[src/rtl/fp_mult_result_stage.sv]
// Registered result stage for the single-precision multiplier: it classifies and
// saturates each product, then queues it in a small valid/ready FIFO with sticky flags.
module fp_mult_result_stage #(
    parameter int DEPTH = 4,
    parameter int CNT_W = 3
) (
    input  logic             clk,
    input  logic             rst_n,
    input  logic             in_valid,
    output logic             in_ready,
    input  logic [31:0]      a,
    input  logic [31:0]      b,
    input  logic [31:0]      prod,
    output logic             out_valid,
    input  logic             out_ready,
    output logic [31:0]      out_data,
    output logic [3:0]       out_flags,
    output logic [CNT_W-1:0] count,
    input  logic             clr_flags,
    output logic [3:0]       sticky_flags
);

    localparam int PTR_W = (DEPTH > 1) ? $clog2(DEPTH) : 1;

    typedef struct packed {
        logic [3:0]  flags;   // {nan, ovf, unf, zero}
        logic [31:0] data;
    } entry_t;

    entry_t           mem [DEPTH];
    logic [PTR_W-1:0] wr_ptr;
    logic [PTR_W-1:0] rd_ptr;
    logic             push;
    logic             pop;

    logic [7:0]        ea;
    logic [7:0]        eb;
    logic signed [9:0] e;
    logic signed [9:0] et;
    logic [7:0]        e_inc;
    logic              sh;
    logic              nan;
    logic              zero;
    logic              ovf;
    logic              unf;
    entry_t            new_entry;

    // NOTE: every signal written in always_comb gets a default first, so no path
    // can leave it unassigned and infer a latch.
    always_comb begin
        ea        = a[30:23];
        eb        = b[30:23];
        nan       = (ea == 8'hFF) | (eb == 8'hFF);
        zero      = ~nan & ((ea == 8'h00) | (eb == 8'h00));
        e         = {2'b00, ea} + {2'b00, eb} - 10'd127;
        // The multiplier bumps the exponent when the mantissa product reaches 2.0.
        e_inc     = e[7:0] + 8'd1;
        sh        = (prod[30:23] == e_inc);
        et        = e + {9'b0, sh};
        ovf       = ~nan & ~zero & (et >= 10'sd255);
        unf       = ~nan & ~zero & (et <= 10'sd0);
        new_entry = '{flags: {nan, ovf, unf, zero}, data: prod};
        if (ovf) begin
            new_entry.data = {prod[31], 8'hFF, 23'b0};
        end else if (unf) begin
            new_entry.data = 32'h0000_0000;
        end
    end

    assign in_ready  = (count != CNT_W'(DEPTH));
    assign out_valid = (count != '0);
    assign push      = in_valid & in_ready;
    assign pop       = out_valid & out_ready;

    // Head is forced to zero when empty so outputs are defined without resetting storage.
    assign out_data  = out_valid ? mem[rd_ptr].data  : 32'h0000_0000;
    assign out_flags = out_valid ? mem[rd_ptr].flags : 4'b0000;

    // NOTE: the storage array is deliberately not reset; entries are only ever read
    // behind out_valid, and leaving it unreset keeps it a plain RAM-style array.
    always_ff @(posedge clk) begin
        if (push) begin
            mem[wr_ptr] <= new_entry;
        end
    end

    // NOTE: sequential state uses non-blocking assignments only, so every register
    // samples pre-edge values regardless of statement order.
    always_ff @(posedge clk or negedge rst_n) begin
        if (!rst_n) begin
            wr_ptr       <= '0;
            rd_ptr       <= '0;
            count        <= '0;
            sticky_flags <= 4'b0000;
        end else begin
            if (push) begin
                wr_ptr <= wr_ptr + PTR_W'(1);
            end
            if (pop) begin
                rd_ptr <= rd_ptr + PTR_W'(1);
            end
            if (push && !pop) begin
                count <= count + CNT_W'(1);
            end else if (pop && !push) begin
                count <= count - CNT_W'(1);
            end
            // A clear coinciding with a push keeps that push's event.
            if (clr_flags) begin
                sticky_flags <= push ? new_entry.flags : 4'b0000;
            end else if (push) begin
                sticky_flags <= sticky_flags | new_entry.flags;
            end
        end
    end

endmodule

[config.mk]
export PLATFORM = sky130hd
export DESIGN_NAME = fp_mult_result_stage
export DESIGN_NICKNAME = d
export VERILOG_FILES = /design/src/rtl/fp_mult_result_stage.sv
export SDC_FILE = /design/constraint.sdc
export NUM_CORES = 1
export LEC_CHECK = 0
export ABC_AREA = 1
export CELL_PAD_IN_SITES_DETAIL_PLACEMENT = 0
export CELL_PAD_IN_SITES_GLOBAL_PLACEMENT = 1
export CORE_MARGIN = 1.5
export CORE_UTILIZATION = 43
export CTS_CLUSTER_DIAMETER = 120
export DETAILED_ROUTE_END_ITERATION = 8
export GPL_TIMING_DRIVEN = 0
export PLACE_DENSITY = 0.95
export REMOVE_ABC_BUFFERS = 1
export SKIP_LAST_GASP = 1
export SYNTH_ARGS = -nofsm -noshare
export SYNTH_HDL_FRONTEND = slang
export SYNTH_SLANG_ARGS = --single-unit
[constraint.sdc]
create_clock -name clk -period 6.1 [get_ports clk]
set_clock_uncertainty 0.05 [all_clocks]
set_input_delay 1.83 -clock clk [delete_from_list [all_inputs] [get_ports clk]]
set_output_delay 1.83 -clock clk [all_outputs]
set_load 0.1 [all_outputs]
==> run summary, run 1 <==
WORST SETUP PATH
--------------------------------------------------------------------------------
Crit-path max cell delay ..........................................      1.19 ns
Startpoint class of the critical path .............................    flip-flop
Setup Crit Path Kind ..............................................   reg -> out
Critical path buffers and inverters ...............................            2
Maximum fanout along the worst path ...............................           38
CP Capture Type ...................................................   output pin
Cell Chain, Critical Path ......................................... clkinv_2, nor2_1, o21ai_0, a21oi_1, clkdlybuf4s50_1
Delay-heaviest family, CP ......................................... buffers and inverters
Max stage delay cell, worst path .................................. sky130_fd_sc_hd__clkdlybuf4s50_1
Worst endpoint data arrival time ..................................      4.05 ns
Critical path required time .......................................      4.22 ns

PLACEMENT
--------------------------------------------------------------------------------
Placer congestion estimate ........................................        0.721
Placed cell areas .................................................     8870 um2
Count of port buffers added during placement ......................           97
Placed cells ......................................................         1059
DP HPWL ...........................................................     10300 um

CTS
--------------------------------------------------------------------------------
Cell at the root of the clock tree ................................ sky130_fd_sc_hd__clkbuf_16
Number of CTS-inserted buffers ....................................           17
Clock Path Buffers ................................................            2
CTS H-tree lvls ...................................................            4
Worst-Skew Late Latency ...........................................      0.42 ns
Sinks on Clock Net ................................................          155
TritonCTS clock tree ..............................................        built
Clock Pin Slew Worst Setup and Hold Paths .........................      0.07 ns

DRT
--------------------------------------------------------------------------------
Post-DR wirelength/cell ...........................................      16.0 um
Total routed wirelength ...........................................     17600 um
Final ANT Viol Nets ...............................................            0
Drt first-iter violations .........................................          397
Remaining design rule violation count .............................            0
Pre-antenna DRT Iters .............................................            4
Average via count per standard cell ...............................         5.01
Overall via count from detail_route ...............................         5510

TIMING
--------------------------------------------------------------------------------
Maximum achievable frequency ......................................      169 MHz
Setup_tns .........................................................         0 ns
Total setup violations reported at the end of the flow ............            0
Fin. Hold Viols ...................................................            0
Final clock period utilization by the worst path ..................        97.2%
Slew at the pin closest to its max-slew limit .....................      1.06 ns
Final-report max-slew violation count .............................            0
Hold slack ........................................................     0.457 ns
Worst slew margin relative to its limit ...........................        29.3%
Shortest clock period the worst path allows after layout ..........      5.93 ns

FINAL LAYOUT
--------------------------------------------------------------------------------
Number of nets in the layout ......................................          988
Layout cells sized above 1 ........................................        12.0%
FILL cells ........................................................         1424
Antenna diode count ...............................................            0
Syn-to-layout area delta ..........................................        27.9%
Filler-free cell count of the finished design .....................         1100
Area of all placed cells without fillers ..........................     9690 um2

GLOBAL ROUTE
--------------------------------------------------------------------------------
First-pass GRT wire length ........................................     27000 um
Number of antenna violations at the first check in global routing .            0
Total routing resource utilization after global routing ...........        19.3%
Largest net degree at the start of global routing .................           74
Vias in the first global route ....................................         5384
Overall overflow remaining after global route .....................            0

STATUS
--------------------------------------------------------------------------------
Result of the run ................................................. complete, no violations

LOGIC SYNTHESIS
--------------------------------------------------------------------------------
Leading cell type by number of instances after synthesis .......... sky130_fd_sc_hd__nor2_1
Ranking of synthesized cells by instance count .................... sky130_fd_sc_hd__nor2_1 (186), sky130_fd_sc_hd__edfxtp_1 (144), sky130_fd_sc_hd__nand2_1 (93)
Per-instance average area after synthesis .........................     9.98 um2
Cell type with the largest total area after synthesis ............. sky130_fd_sc_hd__edfxtp_1
Cell types with the largest area share after synthesis ............ sky130_fd_sc_hd__edfxtp_1 (57%), sky130_fd_sc_hd__nor2_1 (9.2%), sky130_fd_sc_hd__o21ai_0 (5.0%), sky130_fd_sc_hd__nand2_1 (4.6%), sky130_fd_sc_hd__ha_1 (3.8%)
Proportion of synthesized chip area in sequential cells ...........        60.7%
Synth top area share ..............................................        57.1%
Count of warnings emitted by yosys ................................            0
Synthesized instance count ........................................          759
Synth cell types ..................................................           35
Post-synth EDFFs ..................................................          144
Number of synthesized register bits ...............................          155
Share of async-settable or async-resettable flops after synthesis .        7.10%
Dominant synthesized flop cell .................................... sky130_fd_sc_hd__edfxtp_1
Syn Std Cell Area .................................................     7570 um2

DIE
--------------------------------------------------------------------------------
Core ar. ..........................................................    17200 um2
I/O pin total .....................................................          146
Width of the chip .................................................       136 um
Floorplan row count ...............................................           48
Floorplan die height ..............................................       136 um
Die area ..........................................................    18400 um2
Initial standard-cell utilization of the core .....................        43.9%

MIN PATH
--------------------------------------------------------------------------------
Hold/Removal Path Class ...........................................   reg -> reg

RUN
--------------------------------------------------------------------------------
Max-cap violations ................................................            0

-- worst min-delay path, stage by stage (launching register included) --
cell and delay [ns]:
sky130_fd_sc_hd__dfrtp_1 0.35, sky130_fd_sc_hd__nand2_1 0.06, sky130_fd_sc_hd__o21ai_1 0.06
-- sequential cells by signal, summed over array words and instances, names as in the netlist --
register      count
sticky_flags      4
count             3
wr_ptr            2
rd_ptr            2
mem             144
-- through the flow --
stage                     setup slack [ns]  utilization [%]
after floorplan                      0.151                -
after global placement               -2.01             50.4
after detailed placement             -1.01             51.5
after CTS                          0.00118             55.3
after global routing               -0.0388             56.2
final                                0.170             56.2
-- routing by layer --
layer,vias to the layer above,GRT usage [%],part of all wire (%)
met5,-,0,0
met4,0,5.08,0.68
met3,9,3.33,4.8
met2,133,34.9,53
met1,2592,23.8,42
li1,2776,-,-
-- layout make-up --
type                       count  area, um2  share of cell area, %
clock inverter                14        125                   1.29
sequential                   155       4600                   47.5
inverter                      60        228                   2.35
timing repair buffer         111       1210                   12.5
tap                          225        282                   2.91
multi-input combinational    517       2810                   29.0
clock buffer                  18        429                   4.43
-- final timing paths --
| kind | from | endpoint | slack, ns | depth (start not counted) |
|---|---|---|---|---|
| worst max register to register | count[0] | count[2] | 3.55 | 9 |
| worst max-delay path | rd_ptr[1] | out_data[27] | 0.17 | 5 |
| worst min register to register | sticky_flags[2] | sticky_flags[2] | 0.46 | 2 |
| worst min-delay path | sticky_flags[2] | sticky_flags[2] | 0.46 | 2 |
| max in group asynchronous | rst_n | rd_ptr[1] | 3.86 | 1 |
| min in group asynchronous | rst_n | count[1] | 1.72 | 1 |
-- cells in the final DEF (no fill, tap or decap), drive strengths merged --
master         Yosys  final
dlymetal6s2s       0      6
o21ai             77     77
xnor2              6      6
dfrtp             11     11
a22o               2      2
clkinvlp           0      4
nand4              5      5
clkdlybuf4s50      0     91
buf                8     13
nand3             31     31
a211oi             1      1
or2                3      3
ha                23     23
edfxtp           144    144
bufinv             0      1
nor3               5      5
inv               58     59
nor4               4      4
a22oi              1      1
nor2             193    193
nand2            105    107
a21oi             44     45
xor2              10     10
clkinv             2     10
mux2               1      1
clkbuf            22     19
nand3b             1      1
fa                 2      2
-- cell families (layout without fill, tap and decap cells) --
family                   after synthesis  in the layout  share of synthesized area (%)
flip-flops                           155            155                           60.7
AO/OA/AOI/OAI                        125            126                           8.57
multiplexers                           1              1                          0.149
AND/OR/NAND/NOR                      347            349                           19.5
adder cells (fa/ha/maj)               25             25                           4.33
buffers and inverters                 90            203                           4.86
XOR/XNOR                              16             16                           1.85
-- what timing repair did --
| action | CTS | global route |
|---|---|---|
| pin swaps | 3 | 8 |
| resized for setup | 10 | 24 |
| buffers inserted | 3 | 2 |
| cloned | 3 | 1 |
| endpoints found under the setup margin | 173 | 137 |
| hold buffers | 0 | 0 |
Power of run 1 is left out: the tool's default activity adds up to more than one toggle a clock period on the data nets, which glitch-free logic cannot reach.
==> run 2, diff against run 1 <==
- CAP_MARGIN: default -> 0
- CTS_CLUSTER_SIZE: default -> 40
==> results of run 2 <==
Same layout as run 1: the final DEF is identical, and so are final timing and power.
Power of run 2 is left out for the same reason.
